<file path="config.mk">
export PLATFORM = sky130hd
export DESIGN_NAME = cycle_sequencer
export DESIGN_NICKNAME = d
export VERILOG_FILES = /design/src/rtl/cpu_pkg.sv /design/src/rtl/mem_wait_timer.sv /design/src/rtl/cycle_sequencer.sv
export SDC_FILE = /design/constraint.sdc
export NUM_CORES = 1
export LEC_CHECK = 0
export CAP_MARGIN = 20
export CORE_MARGIN = 2
export CORE_UTILIZATION = 37
export DETAILED_ROUTE_END_ITERATION = 8
export PLACE_DENSITY = 0.8
export SYNTH_ARGS = -nofsm -noshare
export SYNTH_HDL_FRONTEND = slang
export SYNTH_SLANG_ARGS = --single-unit
</file>
<file path="constraint.sdc">
create_clock -name clk -period 2.1 [get_ports clk]
set_clock_uncertainty 0.2 [all_clocks]
set_input_delay 0.525 -clock clk [delete_from_list [all_inputs] [get_ports clk]]
set_output_delay 0.525 -clock clk [all_outputs]
set_load 0.05 [all_outputs]
</file>
<file path="src/rtl/cpu_pkg.sv">
// Shared definitions for the multi-cycle RISC-V control path.
// Holds the sequencer state encoding and the wait-timer width.
package cpu_pkg;

   localparam int STATE_W = 3;

   // Wide enough for the largest MEM dwell preload (15 - 1)
   localparam int WAIT_W = 4;

   typedef enum logic [STATE_W-1:0] {
      S_IDLE   = 3'd0,
      S_FETCH  = 3'd1,
      S_DECODE = 3'd2,
      S_EXEC   = 3'd3,
      S_MEM    = 3'd4,
      S_WB     = 3'd5,
      S_HALT   = 3'd6
   } state_t;

endpackage

</file>
<file path="src/rtl/mem_wait_timer.sv">
// Down-counter that measures how long a memory access dwells.
// Preloaded on 'load', counts down on 'dec', and flags zero.
// Kept separate so later memory-latency models can reuse it.
module mem_wait_timer #(
   parameter int WIDTH = 4
) (
   input  logic             clk,
   input  logic             reset,
   input  logic             load,
   input  logic             dec,
   input  logic [WIDTH-1:0] load_value,
   output logic             zero
);

   logic [WIDTH-1:0] count;

   // Preload takes priority over decrement; the count stops at zero
   always_ff @(posedge clk or posedge reset) begin
      if (reset) begin
         count <= '0;
      end else if (load) begin
         count <= load_value;
      end else if (dec && (count != '0)) begin
         count <= count - 1'b1;
      end
   end

   assign zero = (count == '0);

endmodule

</file>
<file path="src/rtl/cycle_sequencer.sv">
// Multi-cycle control sequencer for the RISC-V datapath.
// Steps each instruction through FETCH, DECODE, EXEC, optional MEM
// and WB, and drives the datapath strobes from registered state.
// Optional feature: define INSTRET_CNT_EN to build the 32-bit
// retired-instruction counter; otherwise instret reads 0.
module cycle_sequencer #(
   parameter int MEM_WAIT_CYCLES = 1,
   parameter int STATE_W         = 3
) (
   input  logic               clk,
   input  logic               reset,
   input  logic               run,
   input  logic               step,
   input  logic               halt_req,
   input  logic               load_enb,
   input  logic               store_enb,
   input  logic               wenb,
   input  logic               ebreak,
   output logic               ir_load,
   output logic               mem_enb,
   output logic               rf_wenb,
   output logic               pc_write,
   output logic               busy,
   output logic               halted,
   output logic [STATE_W-1:0] state,
   output logic [31:0]        instret
);

   import cpu_pkg::*;

   localparam logic [WAIT_W-1:0] WAIT_PRELOAD = WAIT_W'(MEM_WAIT_CYCLES - 1);

   state_t cur_state;
   state_t next_state;
   logic   single_step;
   logic   next_single_step;
   logic   timer_load;
   logic   timer_dec;
   logic   timer_zero;

   // The MEM dwell counter lives in its own reusable timer
   mem_wait_timer #(
      .WIDTH (WAIT_W)
   ) u_mem_wait_timer (
      .clk        (clk),
      .reset      (reset),
      .load       (timer_load),
      .dec        (timer_dec),
      .load_value (WAIT_PRELOAD),
      .zero       (timer_zero)
   );

   // State register plus the single-step flag that rides along with it
   always_ff @(posedge clk or posedge reset) begin
      if (reset) begin
         cur_state   <= S_IDLE;
         single_step <= 1'b0;
      end else begin
         cur_state   <= next_state;
         single_step <= next_single_step;
      end
   end

   // Next-state logic; halt_req, run and ebreak only matter in IDLE and WB
   always_comb begin
      next_state       = cur_state;
      next_single_step = single_step;
      timer_load       = 1'b0;
      timer_dec        = 1'b0;
      unique case (cur_state)
         S_IDLE: begin
            if (run) begin
               next_state       = S_FETCH;
               next_single_step = 1'b0;
            end else if (step) begin
               next_state       = S_FETCH;
               next_single_step = 1'b1;
            end
         end
         S_FETCH: begin
            next_state = S_DECODE;
         end
         S_DECODE: begin
            next_state = S_EXEC;
         end
         S_EXEC: begin
            if (load_enb || store_enb) begin
               timer_load = 1'b1;
               next_state = S_MEM;
            end else begin
               next_state = S_WB;
            end
         end
         S_MEM: begin
            if (timer_zero) begin
               next_state = S_WB;
            end else begin
               timer_dec = 1'b1;
            end
         end
         S_WB: begin
            if (ebreak) begin
               next_state = S_HALT;
            end else if (halt_req || single_step || !run) begin
               next_state       = S_IDLE;
               next_single_step = 1'b0;
            end else begin
               next_state = S_FETCH;
            end
         end
         S_HALT: begin
            next_state = S_HALT;
         end
         default: begin
            next_state       = S_IDLE;
            next_single_step = 1'b0;
         end
      endcase
   end

   // Strobes decoded from state; rf_wenb also masks stores out of the write-back
   always_comb begin
      ir_load  = (cur_state == S_FETCH);
      mem_enb  = (cur_state == S_MEM);
      pc_write = (cur_state == S_WB);
      rf_wenb  = (cur_state == S_WB) && wenb && !store_enb;
      halted   = (cur_state == S_HALT);
      busy     = (cur_state != S_IDLE) && (cur_state != S_HALT);
   end

   assign state = STATE_W'(cur_state);

`ifdef INSTRET_CNT_EN
   logic [31:0] instret_count;

   // Every WB cycle retires one instruction; the count wraps naturally
   always_ff @(posedge clk or posedge reset) begin
      if (reset) begin
         instret_count <= '0;
      end else if (cur_state == S_WB) begin
         instret_count <= instret_count + 32'd1;
      end
   end

   assign instret = instret_count;
`else
   assign instret = '0;
`endif

endmodule

</file>
==> Yosys cells after proc, flatten, opt, wreduce, memory -nomap -nowiden <==
Cells that the tools add are included.
{ "totals": {"ff_bits": 8, "input_bits": 9, "output_inout_bits": 41, "wordCells": 51} }
{ "classes": {"add_sub_neg": 1, "n_eq_ne": 11, "mux": 18, "bitwise_logic": 1, "reduce_logical": 17} }
{ "ops": {"columns": ["cell", "count"], "rows": [
  ["$pmux 3 s7", 1],
  ["$mux 3", 4],
  ["$mux 1", 10],
  ["$eq 3x3->1 const B", 3],
  ["$mux 4", 2],
  ["$eq 3x2->1 const B", 2],
  ["$ne 3x3->1 const B", 2],
  ["$reduce_or 5->1", 1],
  ["$logic_and 1x1->1", 4],
  ["$logic_not 4->1", 1],
  ["$ne 2x1->1 const B", 2],
  ["$reduce_and 4->1", 1],
  ["$reduce_bool 4->1", 1],
  ["$sub 4x1->4 const B", 1],
  ["$eq 3x1->1 const B", 1],
  ["$logic_not 3->1", 1],
  ["$logic_or 1x1->1", 3],
  ["$pmux 1 s3", 1],
  ["$reduce_bool 3->1", 1],
  ["$logic_not 1->1", 2],
  ["$ne 2x2->1 const B", 1],
  ["$reduce_and 2->1", 1],
  ["$reduce_bool 2->1", 1],
  ["$not 1->1", 1]
]} }

==> Longest topological paths before layout <==
{ "logic_depth": {"ltp_word": 6, "ltp_mapped": 6} }

==> By module <==
Synthesis repeated with hierarchy kept, for this count alone.
{ "hier_totals": {"cells_unflattened": 98, "hier_area_um2": 803.3} }
{ "by_module_without_submodules": {"columns": ["module", "n_inst", "cells_per_inst", "area_each_um2"], "rows": [
  ["cycle_sequencer", 1, 70, 541.8],
  ["mem_wait_timer", 1, 28, 261.5]
]} }

==> Worst setup path before layout <==
OpenSTA, ideal clock, no wires.
{ "synth_timing": {"kind": "register to output", "from": "register cur_state[2] (netlist: state[2])", "to": "output rf_wenb", "t_arrival_ps": 2153, "t_required_ps": 1375, "path_slack_ps": -778, "stages_incl_launch_ff": 4, "path_buffers": 1, "path_cell_list": "dfrtp_1 buf_4 nand3_1 nor3b_1"} }
{ "synth_via": {"elab_chain_len": 3} }
{ "synth_rtl": {"columns": ["item", "line_no", "text"], "rows": [
  ["start, declared", "cycle_sequencer.sv:33", "state_t cur_state;"],
  ["start signal, assigned", "cycle_sequencer.sv:59", "cur_state <= next_state;"],
  ["$eq 3x3->1", "cycle_sequencer.sv:126", "rf_wenb = (cur_state == S_WB) && wenb && !store_enb;"],
  ["$logic_and 1x1->1 (2 in series)", "cycle_sequencer.sv:126", null],
  ["end, declared", "cycle_sequencer.sv:21", "output logic rf_wenb,"]
]} }
No other way between the ends.

==> Worst setup path after layout <==
{ "layout_timing": {"from": "input wenb", "to": "output rf_wenb"} }
{ "layout_via": {"elab_chain_len": 2} }
{ "layout_rtl": {"columns": ["item", "line_no", "text"], "rows": [
  ["start, declared", "cycle_sequencer.sv:17", "input logic wenb,"],
  ["$logic_and 1x1->1 (2 in series)", "cycle_sequencer.sv:126", null]
]} }
No other way between the ends.

==> metrics.md <==
| Metric | Value |
|---|---|
| Register bit total from synthesis | 8 |
| Sequential fraction of the synthesis area | between 20% and 30% |
| Total track usage | between 10% and 20% |
| Worst path max stage delay | around 450 ps |
| Hold slack final | ~270 ps |
| Routability-driven placement congestion ratio | 0.839 |
| N_diodes | 0 |
| Critical path data required time | ~1400 ps |
| Endpoints failing setup | 0 |
| Crit path max fanout | 1 |
| Yosys warning count | 0 |
| Kind of end point of the critical path | output port |
| Nets | between 100 and 150 |
| Unrepaired setup endpoints after global routing | yes |
| CTS tree | yes |
| Final min period | around 2100 ps |
| Die Span Y | ~50 um |
| Largest net degree at the start of global routing | 9 |
| Maximum vdd drop | approximately 0.36 mV |
| Hold path start | u_mem_wait_timer.count[3] |
| Hold path depth | 1 |
| Setup CP Type | in -> out |
| Clock-pin slew on the worst setup and hold paths | about 60 ps |
| RR Endpoint | state[0] |
| Initial antenna violation count | 0 |
| Number of CTS-inserted buffers | 3 |
| FILL cells | 197 |
| Clock Power Share | 28.2% |
| Global route total overflow | 0 |
| Synth area leaders | buf_4 30%, dfrtp_1 24%, inv_1 4.1% |
| Commonest non-fill, non-tap cell in the layout | conb_1 |
| Mapped Cells | a little over 100 |
| Seq. cell area | 204 um^2 |
| DP HPWL | roughly 1.3 mm |
| PD cells | 406 mW/mm^2 |
| FF-to-FF Start | u_mem_wait_timer.count[0] |
| Hold Fails Final Rpt | 0 |
| Horiz. Die Dim | around 51 um |
| Internal power | 0.250 mW |
| Syn avg cell area | 8.23 um^2 |
| Initial core utilization | between 30% and 40% |
| 1st-iter DRT viols | 26 |
| Final period util | 99.1% |
| PnR Total Power | approximately 0.44 mW |
| Critical-path top delay cell | clkdlybuf4s50_1 |
| Clk buf depth | 2 |
| Status | finished, final reports clean |
| Met3 usage | between 4 and 5% |
| Htree depth | 1 |
| Final Util | 50.4% |
| Fin. max-slew vios | 0 |
| Setup crit start kind | input port |
| Highest Clock Rate | between 0.4 and 0.5 GHz |
| Psw | just under 0.2 mW |
| Mapped Area | 831 um^2 |
| First-pass GRT wire length | about 2.8 mm |
| Endpoint, Worst Hold | u_mem_wait_timer.count[3] |
| Vias in the first global route | roughly 630 |
| Worst-skew pair later-pin latency | about 250 ps |
| Delay-heaviest family, CP | buffers and inverters |
| Min-delay worst type | reg -> reg |
| DR pass1 iterations | 4 |
| Via count | between 600 and 700 |
| Routed Antenna Nets | 0 |
| WL final | around 1.7 mm |
| Port Buffers | 17 |
| Core Footprint | ~0.0022 mm^2 |
| Clock net sink count | 8 |
| Die Area | roughly 0.0026 mm^2 |
| FP Rows | 17 |
| Synth top area share | ~30% |
| WP buf/inv | 2 |
| Root Buffer | clkbuf_4 |
| Switching share of power | 43.6% |
| GR Layer Usage met1 | between 10% and 20% |
| I/O pins | 50 |
| Met2 Use GR | ~25% |
| Commonest non-fill, non-tap cells in the layout | 32 x conb_1, 10 x buf_12, 8 x inv_1, 8 x buf_4, 7 x clkdlybuf4s50_1 |
| CP Depth | 3 |
| Yosys top cell by area | buf_4 |
| Worst-case reg-to-reg path depth | 5 |
| Grt peak-use layer | met2 |
| Area grow syn2layout | 31.6% |
| Max-Cap Viols | 0 |
| Via density | roughly 4.4 |
| Average wire per standard cell | between 10 and 15 um |
| Share of cells above drive strength 1 | 24.6% |
| Count of cell types in the netlist | 28 |
| Worst path cell trace | clkdlybuf4s50_1 > nor3b_4 > buf_12 |
| Worst endpoint data arrival time | 1360 ps |
| Drc violations | 0 |
| Reg-to-reg setup timing slack | 260 ps |
| Multi-input gate area | 455 um^2 |
| Leakage | 0.537 nW |
| Sequential Power Share | between 30% and 40% |
| Logic pwr share | a little over a third |
## worst max path at each step
stage,endpoint,startpoint,slack [ps]
after floorplan,ir_load,state[0],-20
after global placement,rf_wenb,store_enb,4
after detailed placement,rf_wenb,store_enb,-20
after CTS,mem_enb,state[1],-9
after global routing,rf_wenb,state[1],-30
final,rf_wenb,wenb,20
## sequential cells by signal (all words and copies together) (netlist names)
register	count
single_step	1
state	3
u_mem_wait_timer.count	4
## final cells by class
class	count	share of cell area, %
Multi-Input combinational cell	79	41.6
Tap cell	28	3.20
Clock buffer	4	2.40
Inverter	9	3.09
Sequential cell	8	18.6
Timing Repair Buffer	26	31.0
## synthesized netlist by cell type
cell type	count
a211oi_1	1
nand3_1	4
nor4b_1	2
nor3b_1	2
xnor2_1	1
a31o_2	1
nand3b_1	1
o21ai_0	6
buf_6	3
or3_1	1
nor4_1	1
buf_4	33
conb_1	1
o211a_1	1
nor3_1	2
nor2_1	5
nor3b_4	1
inv_1	9
a311oi_1	1
a21oi_1	4
a21bo_1	1
dfrtp_1	8
ha_1	1
nand2_1	5
mux2i_1	3
a21o_1	1
a222oi_1	1
or3b_1	1
## layer usage
| metal | vias up | share of wire [%] |
|---|---|---|
| li1 | 325 | - |
| met5 | - | 0 |
| met2 | 32 | 54 |
| met4 | 0 | 0.84 |
| met3 | 2 | 6.1 |
| met1 | 311 | 39 |
## power groups by stage
| stage | clock [mW] | combinational [mW] | sequential (mW) |
|---|---|---|---|
| after floorplan | 0 | 0.183 | 0.160 |
| after global routing | 0.144 | 0.169 | 0.158 |
| final | 0.125 | 0.161 | 0.158 |
| after global placement | 0 | 0.158 | 0.160 |
| after detailed placement | 0 | 0.160 | 0.160 |
| after CTS | 0.134 | 0.160 | 0.158 |
## stage by stage
step | cell area [um^2] | worst slack (ps) | TNS [ps] | instances
after floorplan | 970 | -16.7 | -21.4 | 132
after global placement | 1010 | 4.15 | 0 | 145
after detailed placement | 1010 | -15.5 | -23.9 | 145
after CTS | 1090 | -9.28 | -9.28 | 153
after global routing | 1090 | -28.3 | -28.3 | 154
final | 1090 | 19.1 | 0 | 154
## logic make-up after synthesis
group	synth area share [%]
buffers and inverters	38.0
AND/OR/NAND/NOR	17.8
AO/OA/AOI/OAI	13.6
flip-flops	24.1
multiplexers	3.61
adder cells (fa/ha/maj)	1.51
other	0.451
XOR/XNOR	1.05
## repair_timing
item	4_1_cts	5_1_grt
hold buffers	0	0
setup buffers	4	1
gates resized for setup	2	1
pin swaps	1	1
endpoints found under the setup margin	2	3
Power figures use the tool's default switching activity.
